## src/rtl/gray_to_binary_sync.sv

```systemverilog
// Gray-count receiver: synchronizes an async Gray count, decodes it to binary and
// reports each change as a one-cycle b_valid pulse with direction and step-error tracking.
module gray_to_binary_sync #(
  parameter int WIDTH       = 4,
  parameter int SYNC_STAGES = 2
) (
  input  logic             clk,
  input  logic             rst_n,
  input  logic [WIDTH-1:0] g,
  input  logic             clr_err,
  output logic [WIDTH-1:0] b,
  output logic             b_valid,
  output logic             dir,
  output logic             step_err,
  output logic [7:0]       err_cnt
);

  localparam int CW = (SYNC_STAGES > 1) ? $clog2(SYNC_STAGES) : 1;

  typedef enum logic [1:0] {
    FILL  = 2'd0,
    LOAD  = 2'd1,
    TRACK = 2'd2
  } state_t;

  state_t                             state_q;
  logic [CW-1:0]                      cnt_q;
  logic [SYNC_STAGES-1:0][WIDTH-1:0]  sync_q;
  logic [WIDTH-1:0]                   b_q;
  logic                               b_valid_q;
  logic                               dir_q;
  logic                               step_err_q;
  logic [7:0]                         err_cnt_q;

  logic [WIDTH-1:0] gs;
  logic [WIDTH-1:0] bin;
  logic [WIDTH-1:0] delta_d;
  logic [7:0]       err_cnt_inc;

  always_ff @(posedge clk or negedge rst_n) begin
    if (!rst_n) begin
      sync_q <= '0;
    end else begin
      sync_q[0] <= g;
      for (int i = 1; i < SYNC_STAGES; i++) begin
        sync_q[i] <= sync_q[i-1];
      end
    end
  end

  assign gs = sync_q[SYNC_STAGES-1];

  // Each binary bit is the XOR of all Gray bits at or above it.
  always_comb begin
    bin = '0;
    for (int i = 0; i < WIDTH; i++) begin
      bin = bin ^ (gs >> i);
    end
  end

  assign delta_d     = bin - b_q;
  assign err_cnt_inc = (err_cnt_q == 8'hFF) ? 8'hFF : err_cnt_q + 8'd1;

  always_ff @(posedge clk or negedge rst_n) begin
    if (!rst_n) begin
      state_q    <= FILL;
      cnt_q      <= '0;
      b_q        <= '0;
      b_valid_q  <= 1'b0;
      dir_q      <= 1'b1;
      step_err_q <= 1'b0;
      err_cnt_q  <= 8'd0;
    end else begin
      b_valid_q <= 1'b0;
      if (clr_err) begin
        step_err_q <= 1'b0;
        err_cnt_q  <= 8'd0;
      end
      case (state_q)
        FILL: begin
          if (cnt_q == CW'(SYNC_STAGES - 1)) begin
            state_q <= LOAD;
          end else begin
            cnt_q <= cnt_q + CW'(1);
          end
        end
        LOAD: begin
          b_q       <= bin;
          b_valid_q <= 1'b1;
          state_q   <= TRACK;
        end
        TRACK: begin
          if (delta_d != '0) begin
            b_q       <= bin;
            b_valid_q <= 1'b1;
            if (delta_d == WIDTH'(1)) begin
              dir_q <= 1'b1;
            end else if (delta_d == {WIDTH{1'b1}}) begin
              dir_q <= 1'b0;
            end else begin
              // An illegal step outranks a simultaneous clear.
              step_err_q <= 1'b1;
              err_cnt_q  <= clr_err ? 8'd1 : err_cnt_inc;
            end
          end
        end
        default: state_q <= FILL;
      endcase
    end
  end

  assign b        = b_q;
  assign b_valid  = b_valid_q;
  assign dir      = dir_q;
  assign step_err = step_err_q;
  assign err_cnt  = err_cnt_q;

endmodule

```

## config.mk

```make
export PLATFORM = sky130hd
export DESIGN_NAME = gray_to_binary_sync
export DESIGN_NICKNAME = d
export VERILOG_FILES = /design/src/rtl/gray_to_binary_sync.sv
export SDC_FILE = /design/constraint.sdc
export NUM_CORES = 1
export LEC_CHECK = 0
export CAP_MARGIN = 0
export CORE_MARGIN = 1.5
export CORE_UTILIZATION = 50
export DETAILED_ROUTE_END_ITERATION = 8
export PLACE_DENSITY = 0.71
export SYNTH_ARGS = -nofsm -noshare
export SYNTH_HDL_FRONTEND = slang
export SYNTH_SLANG_ARGS = --single-unit
```

## constraint.sdc

```tcl
create_clock -name clk -period 3.5 [get_ports clk]
set_input_delay 0.35 -clock clk [delete_from_list [all_inputs] [get_ports clk]]
set_output_delay 0.35 -clock clk [all_outputs]
set_load 0.05 [all_outputs]
```

; ---- After elaboration in Yosys (flattened, before gate mapping)
; Cells that the tools add are included.
[word_totals]
wordCells = 51
memories = 0
romBits = 0
ramBits = 0
output_inout_bits = 15
register_bits = 26
latch_bits = 0
inputBits = 7
[classes]
order_cmp = 0
eq_ne = 7
mul = 0
reduce_logical = 7
n_mux = 21
bitwise_logic = 4
shifts = 0
n_div = 0
n_addsub = 3
[ops]
columns = op, count
row1 = 2-to-1 mux 8 bit, 7
row2 = 2-to-1 mux 1 bit, 9
row3 = adder 8 x 1 -> 8 bit (second input constant), 1
row4 = equality test 8 bit (second input constant), 1
row5 = case mux 4 bit (2 select lines), 1
row6 = case mux 2 bit (3 select lines), 1
row7 = equality test 4 x 1 -> 1 bit (second input constant), 1
row8 = equality test 4 bit (second input constant), 1
row9 = 2-to-1 mux 4 bit, 1
row10 = inequality test 2 bit (second input constant), 2
row11 = AND reduction 2 bit, 2
row12 = nonzero test 2 bit, 2
row13 = nonzero test 4 bit, 1
row14 = subtractor 4 bit, 1
row15 = XOR 4 x 1 -> 4 bit, 1
row16 = XOR 4 x 2 -> 4 bit, 1
row17 = XOR 4 x 3 -> 4 bit, 1
row18 = AND reduction 3 bit, 1
row19 = equality test 2 x 1 -> 1 bit (second input constant), 1
row20 = equality test 2 bit (second input constant), 1
row21 = logical NOT 2 bit, 1
row22 = 2-to-1 mux 2 bit, 1
row23 = case mux 1 bit (2 select lines), 1
row24 = adder 1 bit (second input constant), 1
row25 = NOT 1 bit, 1

; ---- Logic depth before layout (Yosys ltp)
; Gate-level depths: netlist (run 1).
[logic_depth]
word_depth = 9
ltp_mapped = 13
depth_no_buf = 11

; ---- Worst setup path after synthesis (run 1)
; OpenSTA, ideal clock, no wires.
[synth_path]
path_kind = register to register
startpoint = register sync_q, in the netlist gs[3]
endpoint = register step_err_q, in the netlist step_err
path_buffers = 2
t_arrival_ns = 2.870
stages_incl_launch_ff = 14
path_slack_ns = 0.511
cell_sequence = dfrtp_1 -> xor2_1 -> xor2_1 -> xnor2_1 -> ha_1 -> inv_1 -> fa_1 -> xor2_2 -> o21a_1 -> a31o_1 -> buf_6 -> and2_4 -> buf_6 -> a21o_2
[synth_between]
elab_chain_cells = 9
elab_cells_between_ends = 11
cone_classes = 1 x add/sub / 2 x eq/ne / 4 x mux / 3 x bitwise / 1 x reduce/logical
[synth_lines]
columns = item, line
row1 = from (decl), 28  ; logic [SYNC_STAGES-1:0][WIDTH-1:0] sync_q;
row2 = "from (signal, indexed assignment)", 46  ; sync_q[i] <= sync_q[i-1];
row3 = XOR 4 x 3 -> 4 bit (*), 57  ; bin = bin ^ (gs >> i);
row4 = XOR 4 x 2 -> 4 bit (*), 57
row5 = XOR 4 x 1 -> 4 bit (*), 57
row6 = via bin[2], 36  ; logic [WIDTH-1:0] bin;
row7 = subtractor 4 bit (*), 61  ; assign delta_d = bin - b_q;
row8 = equality test 4 bit, 98  ; end else if (delta_d == {WIDTH{1'b1}}) begin
row9 = 2-to-1 mux 1 bit, 98
row10 = 2-to-1 mux 1 bit, 96  ; if (delta_d == WIDTH'(1)) begin
row11 = 2-to-1 mux 1 bit (*), 93  ; if (delta_d != '0) begin
row12 = 2-to-1 mux 1 bit (*), 79  ; case (state_q)
row13 = to (signal assigned), 71  ; step_err_q <= 1'b0;
row14 = to (signal assigned), 76  ; step_err_q <= 1'b0;
row15 = to (signal assigned), 102  ; step_err_q <= 1'b1;
row16 = to (decl), 32  ; logic step_err_q;
; The timed path passes the listed nets; every way through them passes the cells marked *.
; A chain may end at the register's enable or synchronous reset.

; ---- Worst setup path after layout (run 1)
[layout_path]
startpoint = register sync_q, in the netlist gs[2]
endpoint = register err_cnt_q[4], in the netlist err_cnt[4]
[layout_between]
elab_chain_cells = 9
elab_cells_between_ends = 11
cone_classes = 1 x add/sub / 2 x eq/ne / 4 x mux / 3 x bitwise / 1 x reduce/logical
[layout_lines]
columns = item, line
row1 = XOR 4 x 3 -> 4 bit (*), 57
row2 = XOR 4 x 2 -> 4 bit (*), 57
row3 = XOR 4 x 1 -> 4 bit (*), 57
row4 = via bin[2], 36
row5 = subtractor 4 bit (*), 61
row6 = equality test 4 bit, 98
row7 = 2-to-1 mux 8 bit, 98
row8 = 2-to-1 mux 8 bit, 96
row9 = 2-to-1 mux 8 bit (*), 93
row10 = 2-to-1 mux 8 bit (*), 79
row11 = to (signal assigned), 103  ; err_cnt_q <= clr_err ? 8'd1 : err_cnt_inc;
row12 = to (decl), 33  ; logic [7:0] err_cnt_q;
; Marks and branches as above.

==> impl_metrics.csv, run 1 <==
group,metric,value,unit
grt,track_usage,19.3,%
critical_path,cpMostUsedCell,"xor2_2",
critical_path,worstPathArrival,3.38,ns
sta,finalSetupTns,0,ns
placed_design,io_buffers,21,
critical_path,cp-start-kind,"register",
critical_path,r2r-end,"err_cnt[4]$_DFF_PN0_",
detailed_routing,vias,1007,
sta,min_period,3.14,ns
synth,ys_seq_area_share,46.4,%
layout,fin_cells,175,
critical_path,crit_fanout,9,
floorplanning,die_h,56.0,um
floorplanning,ios,22,
critical_path,worstPathRequired,3.73,ns
sta,whs,0.357,ns
grt,grt_overflow,0,
placed_design,dp_hpwl,1880,um
clock_network,clk_pin_slew_worst_paths,0.15,ns
clock_network,cts_buffer_depth,2,
detailed_routing,wl_per_cell,15.1,um
detailed_routing,viasPerCell,5.75,
synth,async_flop_share,100,%
critical_path,path_cells,"xor2_2, xor2_2, xnor2_1, ha_1, inv_1, fa_1, xor2_4, o21a_1, a31o_1, a31oi_1, a311oi_4",
layout,areaGrowthSynthToFinish,22.0,%
detailed_routing,first_pass_iters,4,
synth,yosys_warnings,0,
status,outcome,"complete, no violations",
pwr,design_power_total,1.24,mW
clock_network,hold_buffers,0,
critical_path,regToRegSetupSlack,0.36,ns
clock_network,clk-insertion-delay-late,0.33,ns
floorplanning,core,0.00271,mm^2
sta,hold_violations,0,
synth,synthTopCellsByArea,"dfrtp_1 45%, ha_1 7.1%, a211oi_2 4.5%",
layout,final_nets,161,
sta,finClkSkew,0.0101,ns
sta,drv_slew,0,
synth,synth_top_area_cell,"dfrtp_1",
sta,clock.fmax,318,MHz
sta,setup_viol,0,
layout,fin_util,63.3,%
floorplanning,die_w,56.0,um
critical_path,timing_worst_setup_path_type,"register to register",
sta,finalCritPeriodShare,89.8,%
pwr,p_leak,0.700,nW
sta,rsz0062_at_grt,"no",
clock_network,cts_tree,"yes",
detailed_routing,drtIter0Drc,19,
synth,synth_edf_count,0,
grt,antenna_found_initial,0,
sta,worst_pin_slew,0.576,ns
sta,slew_headroom,61.3,%
clock_network,cts_buffers,3,
hold_path,hold_path_class,"input pin to asynchronous set/reset pin",
grt,grt_max_degree,27,
placed_design,gp_congestion,0.811,
clock_network,cts_setup_buffers,0,
floorplanning,initial_core_util,51.8,%
pwr,p_per_area,725,mW/mm^2
layout,drive_above_1_share,18.8,%
critical_path,reg2reg_from,"gs[2]$_DFF_PN0_",
detailed_routing,finalWirelength,2640,um
synth,synthesis.nets,137,
critical_path,crit_path_end_kind,"register",
grt,grt_pass1_vias,1035,
synth,avgSynthCellArea,11.6,um^2
clock_network,cts_resized,0,
layout,antennaDiodeCount,0,
synth,synth_ff_type,"dfrtp_1",
run,max-cap-violations,0,
clock_network,ctsRootBufferMaster,"clkbuf_4",
synth,synth_cell_types,39,
critical_path,slowest_stage,"fa_1",
grt,grt_pass1_wl,4690,um
synth,synthCells,121,
detailed_routing,drt_drc_violations_left,0,
placed_design,place_inst,171,
pwr,peakVddDrop,0.483,mV
synth,ys_ff_latch,26,
clock_network,htree_levels,1,
clock_network,numClockSinks,26,
synth,syn_area,0.00141,mm^2
floorplanning,die_area,0.00314,mm^2
critical_path,r2r_cells,11,
critical_path,critical_path.max_stage_delay,0.45,ns
layout,nFillCells,224,
detailed_routing,antenna_left,0,
floorplanning,rows,19,
synth,yosysTopAreaCellShare,44.5,%
-- cell type report --
class	count	area, um^2	share of cell area, %
clock buffer	3	22.5	1.31
clock inverter	1	30.0	1.75
inverter	10	37.5	2.19
multi-input combinational	82	716	41.8
sequential	26	652	38.0
tap	31	38.8	2.26
timing repair buffer	22	218	12.7
-- report_power, final --
group | switching, mW | internal (mW)
clock network | 0.0916 | 0.116
registers | 0.0448 | 0.349
logic | 0.401 | 0.239
total | 0.538 | 0.704
-- cells by family after synthesis --
| logic type | share of synthesized area, % |
|---|---|
| adder cells (fa/ha/maj) | 8.55 |
| flip-flops | 46.4 |
| XOR/XNOR | 3.65 |
| multiplexers | 3.12 |
| AO/OA/AOI/OAI | 19.7 |
| buffers and inverters | 4.54 |
| AND/OR/NAND/NOR | 14.1 |
-- cells in the final DEF, fill, tap and decap left out, types with 2 or more instances in the layout --
master / instances
nand3_1: 3
nor4b_1: 2
clkbuf_4: 3
dfrtp_1: 25
inv_1: 10
nor3_1: 2
a21o_2: 2
and2_4: 2
mux2_2: 3
nand2_1: 7
nand3b_1: 2
o21ai_0: 4
a211oi_2: 5
and3_1: 2
nor3b_1: 2
a21oi_1: 6
a31oi_1: 6
xor2_2: 2
nor2b_1: 3
ha_1: 8
clkdlybuf4s50_1: 21
nor2_1: 4
-- per-stage QoR --
| stage | area [um^2] | worst slack [ns] |
|---|---|---|
| after floorplan | 1410 | 0.511 |
| after global placement | 1640 | 0.389 |
| after detailed placement | 1640 | 0.190 |
| after CTS | 1690 | 0.141 |
| after global routing | 1710 | 0.0640 |
| final | 1710 | 0.356 |
-- cells in the mapped netlist (2+ instances only) --
library cell / instances
nand3_1: 3
nand3b_1: 2
dfrtp_1: 25
a211oi_2: 5
a31oi_1: 6
ha_1: 8
o21ai_0: 4
nor3b_1: 2
a21oi_1: 6
and2_4: 2
and3_1: 2
a21o_2: 2
nor2_1: 4
nor3_1: 2
inv_1: 10
mux2_2: 3
buf_6: 2
xor2_1: 3
nor2b_1: 3
nand2_1: 7
nor4b_1: 2
-- critical path: cells and delay by family (launching register included) --
kind	cells	cell delay (ns)
buffers and inverters	1	0.05
adders and majority gates	2	0.65
AOI/OAI and AO/OA	4	0.92
DFF	1	0.43
xor gates and xnor gates	4	0.99
-- worst max path at each step --
stage	start	end	slack, ns
after floorplan	gs[3]$_DFF_PN0_	step_err$_DFF_PN0_	0.51
after global placement	gs[3]$_DFF_PN0_	err_cnt[5]$_DFF_PN0_	0.39
after detailed placement	gs[3]$_DFF_PN0_	err_cnt[4]$_DFF_PN0_	0.19
after CTS	gs[3]$_DFF_PN0_	err_cnt[4]$_DFF_PN0_	0.14
after global routing	gs[3]$_DFF_PN0_	err_cnt[4]$_DFF_PN0_	0.06
final	gs[2]$_DFF_PN0_	err_cnt[4]$_DFF_PN0_	0.36
-- registers in the layout, summed over array words and instances (netlist names) --
register / count
gs: 4
err_cnt: 8
state_q: 2
cnt_q: 1
dir: 1
sync_q: 4
b: 4
b_valid: 1
step_err: 1
-- routing by layer --
metal	part of all wire, %	up-vias	track usage, %
met5	0	-	0
met3	2.7	6	3.02
met2	49	20	31.4
met1	47	501	24.8
li1	-	480	-
met4	2.0	0	9.86
No activity file was read; power rests on OpenSTA's default activity.
==> run 2, diff against run 1 <==
Settings changed: CORE_ASPECT_RATIO set to 1.4, CORE_UTILIZATION 50 to 52, PLACE_DENSITY 0.71 to 0.74, SKIP_LAST_GASP set to 1.
==> run 2 against run 1 <==
Via count decreased by 0.20%. Hold slack gained 0.011 ns. Utilization rose by 2.2 points. Cell area decreased by 1.2%. Sequential share of layout area grew 0.45 points. Global-route usage shrank 1.2 points. Critical path type unchanged. Largest power group unchanged.
==> impl_metrics.csv, run 2 (synthesized netlist as in run 1, its figures left out) <==
group,metric,value,unit
status,outcome,"complete, no violations",
critical_path,timing_worst_setup_path_type,"register to register",
grt,grt_pass1_vias,970,
critical_path,cp-start-kind,"register",
clock_network,numClockSinks,26,
sta,setup_viol,0,
placed_design,dp_hpwl,1760,um
floorplanning,core,0.00259,mm^2
pwr,combPwrFrac,51.2,%
clock_network,cts_resized,0,
critical_path,cpMostUsedCell,"xor2_1",
critical_path,path_cells,"xor2_1, xor2_1, xnor2_1, ha_1, inv_1, fa_1, xor2_2, o21a_1, a31o_1, and2_4, a311oi_2",
floorplanning,initial_core_util,54.3,%
pwr,p_leak,0.695,nW
detailed_routing,wl_per_cell,13.5,um
pwr,p_per_area,718,mW/mm^2
critical_path,slowest_stage,"dfrtp_1",
floorplanning,die_h,64.5,um
placed_design,io_buffers,21,
layout,antennaDiodeCount,0,
layout,areaGrowthSynthToFinish,20.6,%
sta,worst_pin_slew,0.570,ns
pwr,p_int,696,uW
detailed_routing,drtIter0Drc,34,
placed_design,placed_cell_area,0.00164,mm^2
pwr,clockPowerShare,16.8,%
floorplanning,ios,22,
clock_network,cts_buffer_depth,2,
sta,min_period,3.20,ns
sta,slew_headroom,61.7,%
grt,track_usage,18.1,%
sta,hold_violations,0,
critical_path,worstPathArrival,3.40,ns
clock_network,ctsRootBufferMaster,"clkbuf_4",
pwr,peakVddDrop,0.416,mV
grt,antenna_found_initial,0,
layout,layout_common_cells,"25 x dfrtp_1, 21 x clkdlybuf4s50_1, 10 x inv_1",
placed_design,place_ws,0.306,ns
detailed_routing,first_pass_iters,4,
run,max-cap-violations,0,
layout,fin_area,0.00169,mm^2
critical_path,crit_fanout,9,
layout,fin_util,65.5,%
sta,clock.fmax,312,MHz
clock_network,hold_buffers,0,
detailed_routing,finalWirelength,2440,um
layout,layout_commonest_cell,"dfrtp_1",
clock_network,cts_setup_buffers,0,
detailed_routing,drt_drc_violations_left,0,
grt,grt_pass1_wl,4040,um
sta,drv_slew,0,
hold_path,hold_path_class,"input pin to asynchronous set/reset pin",
clock_network,cts_tree,"yes",
clock_network,clk_pin_slew_worst_paths,0.14,ns
critical_path,worstPathRequired,3.70,ns
layout,fin_cells,180,
pwr,seqPwrFrac,32.0,%
critical_path,regToRegSetupSlack,0.30,ns
sta,finalSetupTns,0,ns
floorplanning,rows,22,
pwr,switching_share,42.7,%
clock_network,cts_buffers,3,
sta,worst_slack,0.296,ns
grt,grt_overflow,0,
floorplanning,die_w,46.9,um
layout,final_nets,161,
critical_path,critical_path.max_stage_delay,0.43,ns
clock_network,clk-insertion-delay-late,0.32,ns
grt,grt_max_degree,27,
sta,finClkSkew,0.00287,ns
layout,largest_register_ffs,8,
layout,drive_above_1_share,17.4,%
placed_design,place_inst,176,
detailed_routing,viasPerCell,5.58,
detailed_routing,antenna_left,0,
detailed_routing,vias,1005,
sta,rsz0062_at_grt,"no",
critical_path,crit_path_end_kind,"register",
clock_network,htree_levels,1,
floorplanning,die_area,0.00303,mm^2
sta,finalCritPeriodShare,91.5,%
pwr,p_sw,520,uW
placed_design,gp_congestion,0.812,
[run 2: final timing paths]
check                                    startpoint                endpoint  depth (start not counted)
worst max-delay path                gs[3]$_DFF_PN0_    err_cnt[5]$_DFF_PN0_                         11
min in group clk                sync_q[2]$_DFF_PN0_         gs[2]$_DFF_PN0_                          0
worst min-delay path                          rst_n  state_q[0]$_DFFE_PN0P_                          2
worst min register to register  sync_q[2]$_DFF_PN0_         gs[2]$_DFF_PN0_                          0
max in group asynchronous                     rst_n         dir$_DFFE_PN1P_                          2
worst max register to register      gs[3]$_DFF_PN0_    err_cnt[5]$_DFF_PN0_                         11
[run 2: critical path, delay by kind of cell, from the launching register on]
family | cells | cell delay, ns
adders and majority gates | 2 | 0.58
DFF | 1 | 0.43
and+or+nand+nor | 1 | 0.31
xor gates and xnor gates | 4 | 1.16
buffers and inverters | 1 | 0.05
AOI/OAI and AO/OA | 3 | 0.55
[run 2: power by group through the flow]
stage	Sequential [mW]	Combinational, mW	Clock, mW
after floorplan	0.536	0.350	0
after global placement	0.395	0.611	0
after detailed placement	0.396	0.617	0
after CTS	0.390	0.621	0.211
after global routing	0.395	0.663	0.227
final	0.389	0.622	0.204
[run 2: per-stage QoR]
| step | hold slack [ns] | total power, mW |
|---|---|---|
| after floorplan | 0.0544 | 0.886 |
| after global placement | 0.333 | 1.01 |
| after detailed placement | 0.336 | 1.01 |
| after CTS | 0.369 | 1.22 |
| after global routing | 0.377 | 1.29 |
| final | 0.367 | 1.22 |
[run 2: layout make-up]
| type | instances | area [um^2] |
|---|---|---|
| Clock buffer | 3 | 22.5 |
| Clock inverter | 1 | 30.0 |
| Fill cell | 227 | 893 |
| Inverter | 10 | 37.5 |
| Multi-Input combinational cell | 82 | 689 |
| Sequential cell | 26 | 652 |
| Tap cell | 36 | 45.0 |
| Timing Repair Buffer | 22 | 218 |
[run 2: per-layer routing]
layer / GRT usage (%) / vias up / wire length (um)
met5: 0 / - / 0
met4: 10.1 / 0 / 31
met2: 28.3 / 35 / 1280
met3: 2.51 / 4 / 84
li1: - / 477 / -
met1: 23.2 / 489 / 1050
